[src/rtl/prt_slot_scheduler.sv]
`default_nettype none
// ============================================================================
//  Module   : prt_slot_scheduler
//  Purpose  : Packet Reference Table slot sequencer. Hands free slots to the
//             receive ports, follows every slot through write, firewall
//             verdict and transmit, and feeds safe frames to the MAC tx in
//             the order they became ready.
//  Revision : 1.0  initial release
// ============================================================================
module prt_slot_scheduler #(
    parameter int NUM_SLOTS = 4,
    parameter int SLOT_W    = 2,
    parameter int NUM_PORTS = 2
) (
    input  logic                 clk,
    input  logic                 rst,
    input  logic [NUM_PORTS-1:0] rx_req,
    output logic [NUM_PORTS-1:0] rx_gnt,
    output logic [SLOT_W-1:0]    rx_gnt_slot,
    input  logic                 rx_done,
    input  logic [SLOT_W-1:0]    rx_done_slot,
    output logic                 rx_abort,
    output logic [SLOT_W-1:0]    rx_abort_slot,
    input  logic                 verdict_valid,
    input  logic [SLOT_W-1:0]    verdict_slot,
    input  logic                 verdict_safe,
    input  logic                 tx_ready,
    output logic                 tx_start,
    output logic [SLOT_W-1:0]    tx_slot,
    input  logic                 tx_done,
    output logic [SLOT_W:0]      free_count,
    output logic                 slot_avail,
    output logic                 proto_err
);

    localparam int PTR_W = (NUM_PORTS > 1) ? $clog2(NUM_PORTS) : 1;

    // Per-slot lifecycle
    localparam logic [2:0] c_ST_FREE         = 3'd0;
    localparam logic [2:0] c_ST_WRITING      = 3'd1;
    localparam logic [2:0] c_ST_WRITING_SAFE = 3'd2;
    localparam logic [2:0] c_ST_WAIT_VERDICT = 3'd3;
    localparam logic [2:0] c_ST_WAIT_TX      = 3'd4;
    localparam logic [2:0] c_ST_READING      = 3'd5;

    // Transmit sequencer
    localparam logic [0:0] c_TX_IDLE = 1'b0;
    localparam logic [0:0] c_TX_BUSY = 1'b1;

    logic [2:0]           r_state     [NUM_SLOTS];
    logic [2:0]           w_state_nxt [NUM_SLOTS];
    logic [SLOT_W-1:0]    r_q         [NUM_SLOTS];
    logic [SLOT_W-1:0]    r_q_head;
    logic [SLOT_W:0]      r_q_cnt;
    logic [0:0]           r_tx_st;
    logic [SLOT_W-1:0]    r_tx_slot;
    logic                 r_tx_start;
    logic [PTR_W-1:0]     r_rr_ptr;
    logic [NUM_PORTS-1:0] r_gnt;
    logic [SLOT_W-1:0]    r_gnt_slot;
    logic                 r_abort;
    logic [SLOT_W-1:0]    r_abort_slot;
    logic [SLOT_W:0]      r_free_count;
    logic                 r_slot_avail;
    logic                 r_err;

    logic                 w_err;
    logic                 w_push_a;
    logic                 w_push_b;
    logic                 w_abort;
    logic                 w_pop;
    logic                 w_grant;
    logic [NUM_PORTS-1:0] w_gnt_vec;
    int                   w_gnt_port;
    int                   w_best_dist;
    int                   w_dist;
    logic [SLOT_W-1:0]    w_gnt_slot;
    logic [SLOT_W:0]      w_free_nxt;
    logic [SLOT_W-1:0]    w_wr_a;
    logic [SLOT_W-1:0]    w_wr_b;
    logic [SLOT_W-1:0]    w_head_inc;

    // Queue write positions: rx_done entry goes ahead of a verdict entry in the same cycle
    assign w_wr_a     = SLOT_W'((int'(r_q_head) + int'(r_q_cnt)) % NUM_SLOTS);
    assign w_wr_b     = SLOT_W'((int'(r_q_head) + int'(r_q_cnt) + int'(w_push_a)) % NUM_SLOTS);
    assign w_head_inc = SLOT_W'((int'(r_q_head) + 1) % NUM_SLOTS);

    // Next slot states: rx_done first, then verdict on the updated state, then tx and grant
    always_comb begin
        w_state_nxt = r_state;
        w_err       = 1'b0;
        w_push_a    = 1'b0;
        w_push_b    = 1'b0;
        w_abort     = 1'b0;
        w_pop       = 1'b0;
        w_grant     = 1'b0;
        w_gnt_vec   = '0;
        w_gnt_port  = 0;
        w_best_dist = NUM_PORTS;
        w_dist      = 0;
        w_gnt_slot  = '0;
        w_free_nxt  = '0;

        if (rx_done) begin
            if (int'(rx_done_slot) >= NUM_SLOTS) begin
                w_err = 1'b1;
            end else begin
                case (r_state[rx_done_slot])
                    c_ST_WRITING:      w_state_nxt[rx_done_slot] = c_ST_WAIT_VERDICT;
                    c_ST_WRITING_SAFE: begin
                        w_state_nxt[rx_done_slot] = c_ST_WAIT_TX;
                        w_push_a                  = 1'b1;
                    end
                    default:           w_err = 1'b1;
                endcase
            end
        end

        if (verdict_valid) begin
            if (int'(verdict_slot) >= NUM_SLOTS) begin
                w_err = 1'b1;
            end else begin
                case (w_state_nxt[verdict_slot])
                    c_ST_WAIT_VERDICT: begin
                        if (verdict_safe) begin
                            w_state_nxt[verdict_slot] = c_ST_WAIT_TX;
                            w_push_b                  = 1'b1;
                        end else begin
                            w_state_nxt[verdict_slot] = c_ST_FREE;
                        end
                    end
                    c_ST_WRITING: begin
                        if (verdict_safe) begin
                            w_state_nxt[verdict_slot] = c_ST_WRITING_SAFE;
                        end else begin
                            w_state_nxt[verdict_slot] = c_ST_FREE;
                            w_abort                   = 1'b1;
                        end
                    end
                    c_ST_WRITING_SAFE: begin
                        // A repeated safe verdict changes nothing
                        if (!verdict_safe) begin
                            w_state_nxt[verdict_slot] = c_ST_FREE;
                            w_abort                   = 1'b1;
                        end
                    end
                    default: w_err = 1'b1;
                endcase
            end
        end

        if (tx_done) begin
            if (r_tx_st == c_TX_BUSY) begin
                w_state_nxt[r_tx_slot] = c_ST_FREE;
            end else begin
                w_err = 1'b1;
            end
        end

        // Pop only from a registered IDLE so consecutive frames get an idle gap
        if (r_tx_st == c_TX_IDLE && r_q_cnt != '0 && tx_ready) begin
            w_pop                      = 1'b1;
            w_state_nxt[r_q[r_q_head]] = c_ST_READING;
        end

        // Round robin: smallest distance from the pointer wins
        for (int p = 0; p < NUM_PORTS; p++) begin
            if (rx_req[p]) begin
                w_dist = (p + NUM_PORTS - int'(r_rr_ptr)) % NUM_PORTS;
                if (w_dist < w_best_dist) begin
                    w_best_dist = w_dist;
                    w_gnt_port  = p;
                end
            end
        end
        // Lowest-index free slot from the registered state (no same-cycle reuse)
        for (int s = NUM_SLOTS - 1; s >= 0; s--) begin
            if (r_state[s] == c_ST_FREE) begin
                w_gnt_slot = SLOT_W'(s);
            end
        end
        if (rx_req != '0 && r_free_count != '0) begin
            w_grant                 = 1'b1;
            w_state_nxt[w_gnt_slot] = c_ST_WRITING;
            for (int p = 0; p < NUM_PORTS; p++) begin
                w_gnt_vec[p] = (p == w_gnt_port);
            end
        end

        for (int s = 0; s < NUM_SLOTS; s++) begin
            if (w_state_nxt[s] == c_ST_FREE) begin
                w_free_nxt = w_free_nxt + (SLOT_W+1)'(1);
            end
        end
    end

    // Queue storage; contents are don't-care while the count says empty
    always_ff @(posedge clk) begin
        if (!rst) begin
            if (w_push_a) r_q[w_wr_a] <= rx_done_slot;
            if (w_push_b) r_q[w_wr_b] <= verdict_slot;
        end
    end

    // Slot states, queue pointers, tx sequencer and registered outputs
    always_ff @(posedge clk) begin
        if (rst) begin
            for (int s = 0; s < NUM_SLOTS; s++) begin
                r_state[s] <= c_ST_FREE;
            end
            r_q_head     <= '0;
            r_q_cnt      <= '0;
            r_tx_st      <= c_TX_IDLE;
            r_tx_slot    <= '0;
            r_tx_start   <= 1'b0;
            r_rr_ptr     <= '0;
            r_gnt        <= '0;
            r_gnt_slot   <= '0;
            r_abort      <= 1'b0;
            r_abort_slot <= '0;
            r_free_count <= (SLOT_W+1)'(NUM_SLOTS);
            r_slot_avail <= 1'b1;
            r_err        <= 1'b0;
        end else begin
            r_state      <= w_state_nxt;
            r_q_cnt      <= (SLOT_W+1)'(int'(r_q_cnt) + int'(w_push_a) + int'(w_push_b) - int'(w_pop));
            if (w_pop) begin
                r_q_head <= w_head_inc;
            end
            r_gnt        <= w_grant ? w_gnt_vec : '0;
            r_gnt_slot   <= w_grant ? w_gnt_slot : '0;
            if (w_grant) begin
                r_rr_ptr <= PTR_W'((w_gnt_port + 1) % NUM_PORTS);
            end
            r_abort      <= w_abort;
            r_abort_slot <= w_abort ? verdict_slot : '0;
            r_tx_start   <= w_pop;
            case (r_tx_st)
                c_TX_IDLE: begin
                    if (w_pop) begin
                        r_tx_st   <= c_TX_BUSY;
                        r_tx_slot <= r_q[r_q_head];
                    end
                end
                default: begin
                    if (tx_done) begin
                        r_tx_st <= c_TX_IDLE;
                    end
                end
            endcase
            r_free_count <= w_free_nxt;
            r_slot_avail <= (w_free_nxt != '0);
            r_err        <= r_err | w_err;
        end
    end

    assign rx_gnt        = r_gnt;
    assign rx_gnt_slot   = r_gnt_slot;
    assign rx_abort      = r_abort;
    assign rx_abort_slot = r_abort_slot;
    assign tx_start      = r_tx_start;
    assign tx_slot       = r_tx_slot;
    assign free_count    = r_free_count;
    assign slot_avail    = r_slot_avail;
    assign proto_err     = r_err;

endmodule
`default_nettype wire

[config.mk]
export PLATFORM = sky130hd
export DESIGN_NAME = prt_slot_scheduler
export DESIGN_NICKNAME = d
export VERILOG_FILES = /design/src/rtl/prt_slot_scheduler.sv
export SDC_FILE = /design/constraint.sdc
export NUM_CORES = 1
export LEC_CHECK = 0
export ABC_AREA = 1
export BUFFER_PORTS_ARGS = -buffer_cell sky130_fd_sc_hd__buf_2
export CORE_AREA = 2 2 127 67
export CTS_CLUSTER_SIZE = 28
export DETAILED_ROUTE_END_ITERATION = 7
export DIE_AREA = 0 0 129 69
export SLEW_MARGIN = 20
export SYNTH_ARGS = -nofsm -noshare
export SYNTH_HDL_FRONTEND = slang
export SYNTH_SLANG_ARGS = --single-unit
[constraint.sdc]
create_clock -name clk -period 4.1 [get_ports clk]
set_input_delay 0.41 -clock clk [delete_from_list [all_inputs] [get_ports clk]]
set_output_delay 0.41 -clock clk [all_outputs]
set_load 0.02 [all_outputs]
; ---- Word level (Yosys, flattened, before mapping)
; Memories as Yosys holds them, arrays and structs flattened. A register that Yosys moved wholly into a read port is not among the register bits.
; Cells that the tools add are included.
[op_classes]
n_reduce_logical = 28
div = 0
bitwise_logic = 34
addsub = 12
n_eq_ne = 6
multipliers = 0
order_cmp = 12
muxes = 66
n_shift = 0
[ops]
columns = op, n
row1 = 2-to-1 mux 12 bit, 9
row2 = 2-to-1 mux 32 bit, 2
row3 = 2-to-1 mux 3 bit, 12
row4 = one-hot mux 12 bit (3 select lines), 1
row5 = AND 8 bit, 4
row6 = == test 2 x 32 -> 1 bit (first input constant), 1
row7 = logical NOT 32 bit, 1
row8 = less-than comparator 2 x 32 -> 1 bit, 1
row9 = inverter 8 bit, 4
row10 = demux 3 bit (select 2 bit), 5
row11 = 2-to-1 mux 1 bit, 28
row12 = AND 12 bit, 2
row13 = logical NOT 3 bit, 8
row14 = inverter 12 bit, 2
row15 = one-hot mux 12 bit (2 select lines), 1
row16 = OR 4 bit, 4
row17 = OR 8 bit, 2
row18 = >= comparator 3 bit (second input constant), 5
row19 = less-than comparator 3 x 1 -> 1 bit (second input constant), 5
row20 = inverter 2 -> 3 bit, 5
row21 = binary-select mux 3 bit (select 2 bit), 2
row22 = 2-to-1 mux 2 bit, 6
row23 = adder 3 x 1 -> 3 bit (second input constant), 3
row24 = == test 3 x 2 -> 1 bit (second input constant), 3
row25 = other kinds (20), 42
[totals]
elab_cells = 176
romBits = 0
ramBits = 8
latch_bits = 0
ff_bits = 34
memories = 1
[mem_list]
columns = name, words, width, rd, rd_ports_with_merged_regs, wr, line_no
row1 = r_q, 4, 2, 1, 1, 2, 52  ; logic [SLOT_W-1:0] r_q [NUM_SLOTS];

; ---- Logic depth before layout (Yosys ltp)
; Gate-level depths: netlist of the first run.
[depth]
depth_word = 31
ltp_mapped = 34
mapped_depth_nobuf = 34

; ---- Worst setup path before layout of the first run
; No wires, ideal clock.
[synth_path]
kind = input -> register
start = input port rx_done_slot[1]
end = register r_slot_avail (netlist: slot_avail)
n_path_buf = 1
cell_stages = 30
path_slack_ns = 0.583
t_arrival_ns = 3.393
setup_time_ns = 0.124
required_ns = 3.976
path_cell_list = buf_6 -> nand3_1 -> nand2_2 -> nor2_4 -> nand4_1 -> nand2_1 -> nand2_2 -> nand2_1 -> nand2_4 -> inv_2 -> nand2_4 -> nand2_4 -> nand2_4 -> nand2_4 -> a21oi_1 -> inv_1 -> a21oi_1 -> o21ai_0 -> a21oi_1 -> or2_2 -> nand2_1 -> inv_1 -> ha_1 -> inv_1 -> nand2_2 -> nand2_1 -> inv_1 -> ha_1 -> o21ai_1 -> nand3_1
[synth_between]
elab_chain_len = 31
word_cells_on_any_way = 56
[synth_lines]
columns = element, line_no
row1 = start: declaration, 21  ; input logic [SLOT_W-1:0] rx_done_slot,
row2 = inverter 2 -> 3 bit (implied by the code) *, "108, 109, 111"
row3 = >= comparator 3 bit (implied by the code) or less-than comparator 3 x 1 -> 1 bit (tied branches), "109, 111"
row4 = logical AND 1 bit (implied by the code), "109, 111"
row5 = 2-to-1 mux 3 bit (implied by the code), "109, 111"
row6 = demux 3 bit (select 2 bit), "109, 111"
row7 = inverter 8 bit (no line) or inverter 4 bit (tied branches), n/a
row8 = AND 8 bit (no line) or AND 4 bit (tied branches), n/a
row9 = one-hot mux 12 bit (2 select lines) *, 108  ; case (r_state[rx_done_slot])
row10 = [15 not listed], n/a
row11 = 2-to-1 mux 1 bit, 191  ; if (w_state_nxt[s] == c_ST_FREE) begin
row12 = adder 3 x 1 -> 3 bit, 192  ; w_free_nxt = w_free_nxt + (SLOT_W+1)'(1);
row13 = 2-to-1 mux 3 bit, 191
row14 = adder 3 x 1 -> 3 bit, 192
row15 = 2-to-1 mux 3 bit, 191
row16 = adder 3 x 1 -> 3 bit, 192
row17 = 2-to-1 mux 3 bit *, 191
row18 = nonzero test 3 bit *, 252  ; r_slot_avail <= (w_free_nxt != '0);
row19 = end signal: assignment, 252
row20 = end: declaration, 64  ; logic r_slot_avail;
; Every way passes the cells marked *; elsewhere a longest branch is shown, timed or not. The select of a mux whose other input is x is not followed.
; A chain may end at the register's enable or synchronous reset.

; ---- Final worst setup path of the first run
[layout_path]
start = register r_state[11] (netlist bit)
end = register r_slot_avail (netlist: slot_avail)
[layout_between]
elab_chain_len = 28
word_cells_on_any_way = 55
[layout_lines]
columns = element, line_no
row1 = start: declaration, 50  ; logic [2:0] r_state [NUM_SLOTS];
row2 = start signal: indexed assignment, 209  ; r_state[s] <= c_ST_FREE;
row3 = start signal: assignment, 225  ; r_state <= w_state_nxt;
row4 = binary-select mux 3 bit (select 2 bit), 108
row5 = 2-to-1 mux 3 bit (implied by the code) (2 in series), 108
row6 = == test 3 x 2 -> 1 bit or == test 3 x 1 -> 1 bit (tied branches), 108
row7 = one-hot mux 12 bit (2 select lines), 108
row8 = 2-to-1 mux 12 bit, 104  ; if (rx_done) begin
row9 = binary-select mux 3 bit (select 2 bit), 123  ; case (w_state_nxt[verdict_slot])
row10 = 2-to-1 mux 3 bit (implied by the code) (2 in series), 123
row11 = == test 3 x 2 -> 1 bit or == test 3 x 1 -> 1 bit (tied branches), 123
row12 = [10 not listed], n/a
row13 = 2-to-1 mux 1 bit, 191
row14 = adder 3 x 1 -> 3 bit, 192
row15 = 2-to-1 mux 3 bit, 191
row16 = adder 3 x 1 -> 3 bit, 192
row17 = 2-to-1 mux 3 bit, 191
row18 = adder 3 x 1 -> 3 bit, 192
row19 = 2-to-1 mux 3 bit *, 191
row20 = nonzero test 3 bit *, 252
; Marked as above.

==> qor.yml, run 1 <==
status: "completed"
p_leak_nw: 1.700
cp_num_buf_inv: 5
synth_edf_count: 8
fin_worst_skew_ns: 0.005740
ir_worst_vdd_uv: 442.8
core_um2: 7799
avgViaCountPerCell: 5.169
drive_gt1_share_pct: 22.86
stdcell_area_um2: 3587
fin_crit_ns: 3.809
synthTopCellsByCount: "nand2_1 (91), inv_1 (67), nor2_1 (62)"
die_area_um2: 8901
fin_nets: 510
synth_adder_area_share_pct: 3.799
syn-cell-area_um2: 3030
drt_iter0_markers: 353
cts.sinks: 44
ys.flop_type: "dfxtp_1"
post-place-ws_ns: -0.1318
seq_area_frac_synth_pct: 31.71
ys_types: 44
crit_path_end_kind: "flop"
dp_cells: 593
async_flop_share_pct: 0
grt_max_degree: 25
synth.top_cell.area_share_pct: 23.78
postCtsSetupRepairBufs: 0
crit_top_cell: "nand2_1"
die-height_um: 69
holdWs_ns: 0.3431
timing.final.crit_share_pct: 92.90
vias: 3112
worst-setup-path-type: "reg2reg"
arrival_ns: 3.98
p_comb_share_pct: 53.5
die_w_um: 129
relSlewSlack_pct: 62.15
synth_area_leaders: "dfxtp_1 (24%), nand2_1 (11%), inv_1 (8.3%)"
synthToLayoutAreaGrowth_pct: 18.37
rsz0062_at_grt: "false"
drc: 0
max_stage_delay_ns: 0.36
antennaDiodeCount: 0
gr-total-overflow: 0
syn-num-nets: 469
worst_pin_slew_ns: 0.5625
fin_ws_ns: 0.2910
pwr_density_cell_nw_per_um2: 642.2
finalSetupTns_ns: 0
synthXorXnorAreaFrac_pct: 1.156
clock_latency_ns: 0.29
root_buffer: "clkbuf_16"
pwr-share-clk_pct: 20.1
power_mw: 2.304
antenna_found_initial: 0
grt_pass1_wl_mm: 14.72
final_cells: 602
totalWireLength_mm: 9.466
dp_hpwl_mm: 7.730
grt_pass1_vias: 2730
setup_violations: 0
place_area_um2: 3351
max_freq_mhz: 262.5
worst-path-max-fanout: 5
synth_seq_cells: 44
yosys.area_share.simple_pct: 39.68
yosysWarnings: 0
ant_nets: 0
p_sw_mw: 1.041
synth-compound-area-share_pct: 12.80
cts.clk_slew.worst_paths_ns: 0.06
gp_congestion: 1.014
p_sw_share_pct: 45.19
maxSlewViolCount: 0
clock_path_buffers: 2
portBuffers: 27
intPower_mw: 1.263
start_util_pct: 38.86
fin_util_pct: 46.00
start_kind: "flop"
yosys-mux-area-fraction_pct: 0
crit_family: "simple AND/OR/NAND/NOR gates"
drt-pass1-iter-count: 5
grt_use_total_pct: 21.97
cap_violations: 0
yosys.area.top_type: "dfxtp_1"
htree_levels: 2
io_pins: 28
avgSynthCellArea_um2: 6.764
wl_per_cell_um: 15.72
rows: 23
final_hold_viol_count: 0
cts_inserted_buffers: 5
synth_top_family_by_area: "simple AND/OR/NAND/NOR gates"
hold_path.class: "in2reg"
nFillCells: 793
seq_power_share_pct: 26.3
yosysMostFrequentCell: "nand2_1"
crit_slowest_cell: "dfxtp_2"
cts_tree: "yes"
worstPathRequired_ns: 4.27
syn_inst: 448
layout make-up:
class | instances | area [um2] | area share, %
multi-input cells | 323 | 1784 | 49.74
flip-flops and latches | 44 | 968.4 | 27.00
inverters | 78 | 299.0 | 8.336
repair buffers | 37 | 222.7 | 6.209
well taps | 112 | 140.1 | 3.907
clock buffers | 5 | 125.1 | 3.488
clock inverters | 3 | 47.55 | 1.325
metal layers:
layer	track usage, %	vias up	part of all wire, %
li1	-	1532	-
met1	35.97	1397	51
met2	25.63	173	34
met3	8.929	10	14
met4	3.744	0	0.82
met5	0	-	0
path summary, 6_finish.rpt:
path / start / endpoint / slack [ns] / cells past startpoint
setup / recovery: r_state[11] / slot_avail / 0.29 / 32
hold reg to reg: r_tx_st / r_tx_st / 0.48 / 2
hold / removal: rx_req[1] / rx_gnt[0] / 0.34 / 2
setup reg to reg: r_state[11] / slot_avail / 0.29 / 32
sequential cells by signal, indices dropped and copies added, names as in the netlist, 3 cells and up, named ones only:
name,count
free_count,3
r_q_cnt,3
r_state,12
r_q,8
power groups by stage:
stage / Combinational (mW) / Clock, mW / Sequential [mW]
2_1_floorplan: 0.824 / 0 / 0.632
3_3_place_gp: 1.12 / 0 / 0.613
3_5_place_dp: 1.15 / 0 / 0.610
4_1_cts: 1.16 / 0.473 / 0.602
5_1_grt: 1.38 / 0.494 / 0.617
6_report: 1.23 / 0.464 / 0.606
cells in the final DEF, fill, tap and decap left out, drive strengths merged, types with 10 or more instances in the layout:
master / instances
nand2: 116
inv: 77
nor2: 72
buf: 37
dfxtp: 36
nand3: 32
o21ai: 26
a21oi: 18
nor3: 13
nand4: 10
worst reg2reg max path, delay by kind of cell, from the launching register on:
| kind | cells | cell delay, ns |
|---|---|---|
| and+or+nand+nor | 21 | 2.19 |
| adders and majority gates | 2 | 0.42 |
| buffers and inverters | 5 | 0.35 |
| AOI/OAI and AO/OA | 4 | 0.36 |
| DFF | 1 | 0.36 |
what timing repair did:
action | 4_1_cts | 5_1_grt
gates resized for setup | 0 | 19
setup endpoints to repair | 0 | 3
hold buffers | 0 | 0
cells by family (layout without fill, tap and decap cells):
group	after synthesis	count (layout)
AOI/OAI and AO/OA	63	63
adders and majority gates	8	8
DFF	44	44
and+or+nand+nor	247	248
xor gates and xnor gates	4	4
buffers and inverters	82	123
Power figures use the tool's default switching activity.
==> inputs of run 2 (changes only) <==
--- a/config.mk
+++ b/config.mk
@@ -7,10 +7,13 @@
 export LEC_CHECK = 0
 export ABC_AREA = 1
 export BUFFER_PORTS_ARGS = -buffer_cell sky130_fd_sc_hd__buf_2
+export CELL_PAD_IN_SITES_DETAIL_PLACEMENT = 1
+export CELL_PAD_IN_SITES_GLOBAL_PLACEMENT = 1
 export CORE_AREA = 2 2 127 67
 export CTS_CLUSTER_SIZE = 28
 export DETAILED_ROUTE_END_ITERATION = 7
 export DIE_AREA = 0 0 129 69
+export PLACE_DENSITY_LB_ADDON = 0.1
 export SLEW_MARGIN = 20
 export SYNTH_ARGS = -nofsm -noshare
 export SYNTH_HDL_FRONTEND = slang
==> qor.yml, run 2 (synthesized netlist as in run 1, its figures left out) <==
fin_crit_ns: 3.857  # was 3.809 ns
cts_inserted_buffers: 5  # unchanged
fin_nets: 516  # was 510
final_common_cell: "nand2_1"  # unchanged
final_cell_mix: "nand2_1 (88), inv_1 (67), nor2_1 (61)"  # was nand2_1 (91), inv_1 (67), nor2_1 (61)
io_pins: 28  # unchanged
grt_use_total_pct: 25.87  # was 21.97%
grt_pass1_vias: 3063  # was 2730
fin_util_pct: 46.43  # was 46.00%
grt_max_degree: 25  # unchanged
crit_slowest_cell: "dfxtp_1"  # was dfxtp_2
hold_start: "rx_req[1]"  # unchanged
clock_latency_ns: 0.30  # was 0.29 ns
dp_hpwl_mm: 8.999  # was 7.730 mm
gp_congestion: 0.9788  # was 1.014
grtUsageMet1_pct: 42.97  # was 35.97%
cts_hold_buf: 0  # unchanged
clock_path_buffers: 2  # unchanged
start_util_pct: 38.86  # unchanged
drt_iter0_markers: 273  # was 353
arrival_ns: 4.04  # was 3.98 ns
grt_pass1_wl_mm: 17.24  # was 14.72 mm
relSlewSlack_pct: 55.11  # was 62.15%
reg2reg_depth: 31  # was 32
start_kind: "flop"  # unchanged
htree_levels: 2  # unchanged
max_freq_mhz: 259.2  # was 262.5 MHz
die_area_um2: 8901  # unchanged
root_buffer: "clkbuf_16"  # unchanged
nFillCells: 1019  # was 793
worst_pin_slew_ns: 0.6733  # was 0.5625 ns
r2r-end: "slot_avail"  # unchanged
wl_per_cell_um: 18.45  # was 15.72 um
cap_violations: 0  # unchanged
die-height_um: 69  # unchanged
maxSlewViolCount: 0  # unchanged
die_w_um: 129  # unchanged
drt-pass1-iter-count: 5  # unchanged
rows: 23  # unchanged
p_leak_nw: 1.727  # was 1.700 nW
vias: 3204  # was 3112
gr-total-overflow: 0  # unchanged
pwr_density_cell_nw_per_um2: 645.5  # was 642.2 nW/um2
largest_register: "r_state"  # unchanged
drive_gt1_share_pct: 23.19  # was 22.86%
met2_usage_pct: 33.10  # was 25.63%
crit_path_end_kind: "flop"  # unchanged
stdcell_area_um2: 3621  # was 3587 um2
largest_reg_flops: 12  # unchanged
setup_violations: 0  # unchanged
status: "completed"  # unchanged
cts_tree: "yes"  # unchanged
hold_path.class: "in2reg"  # unchanged
min_to: "rx_gnt[0]"  # unchanged
antenna_found_initial: 0  # unchanged
max_stage_delay_ns: 0.36  # about the same
busiest_layer: "met1"  # unchanged
drc: 0  # unchanged
ant_nets: 0  # unchanged
portBuffers: 27  # unchanged
worst-setup-path-type: "reg2reg"  # unchanged
timing.final.crit_share_pct: 94.08  # was 92.90%
fin_worst_skew_ns: 0.006887  # was 0.005740 ns
grt_use_met3_pct: 4.425  # was 8.929%
worstPathRequired_ns: 4.28  # was 4.27 ns
hold_depth: 2  # unchanged
totalWireLength_mm: 11.22  # was 9.466 mm
cts.clk_slew.worst_paths_ns: 0.07  # was 0.06 ns
top_regs: "r_state x12, r_q x8"  # unchanged
rrSetupSlack_ns: 0.24  # was 0.29 ns
ir_worst_vdd_uv: 508.6  # was 442.8 uV
place_area_um2: 3366  # was 3351 um2
r2r_start: "r_state[2]"  # was r_state[11]
synthToLayoutAreaGrowth_pct: 19.49  # was 18.37%
final_hold_viol_count: 0  # unchanged
worst-path-max-fanout: 5  # unchanged
cts.sinks: 44  # unchanged
avgViaCountPerCell: 5.270  # was 5.169
antennaDiodeCount: 0  # unchanged
core_um2: 7799  # unchanged
## run 2: area by class of cell
cell class	count	area, um2	area share (%)
multi-input cells	323	1784	49.27
inverters	78	299.0	8.258
clock buffers	5	125.1	3.455
flip-flops and latches	44	963.4	26.61
well taps	112	140.1	3.870
repair buffers	43	264.0	7.291
clock inverters	3	45.04	1.244
## run 2: worst max-delay path: cells and delay by family (launching register included)
family | cells | cell delay (ns)
AND/OR/NAND/NOR | 20 | 2.21
buffers and inverters | 5 | 0.36
adder cells (fa/ha/maj) | 2 | 0.47
AO/OA/AOI/OAI | 4 | 0.35
flip-flops | 1 | 0.36
## run 2: how the worst max path moves through the flow
stage	start	endpoint	slack (ns)	cells after the start
6_report	r_state[2]	slot_avail	0.24	31
2_1_floorplan	rx_done_slot[1]	slot_avail	0.58	30
3_5_place_dp	rx_done_slot[1]	slot_avail	-0.27	33
4_1_cts	rx_done_slot[1]	slot_avail	0.03	34
3_3_place_gp	rx_done_slot[1]	slot_avail	-0.14	30
5_1_grt	r_state[2]	slot_avail	-0.04	31
## run 2: metal layers
layer  part of all wire, %  vias to the layer above
met2                    37                      118
met1                    54                     1532
met3                   7.5                       17
met4                   1.8                        0
met5                     0                        -
li1                      -                     1537
## run 2: power by group
part           leakage, nW  switching [mW]  internal, mW
sequential           0.368          0.0775         0.531
combinational         1.27           0.821         0.420
clock               0.0847           0.197         0.291
total                 1.73            1.10          1.24
## run 2: repair_timing
item,CTS,global route
endpoints found under the setup margin,2,3
cloned,0,1
pin swaps,0,7
resized for setup,1,16
setup buffers,0,4
## run 2: metrics by stage
stage	setup slack (ns)	std cells	hold WS, ns	TNS [ns]	power [mW]
final	0.2426	608	0.3687	0	2.337
after global routing	-0.04110	608	0.3861	-0.04110	2.511
after global placement	-0.1383	595	0.4678	-0.3589	1.753
after floorplan	0.5833	448	0.4565	0	1.456
after detailed placement	-0.2692	595	0.4810	-0.7122	1.807
after CTS	0.02900	603	0.3610	0	2.306
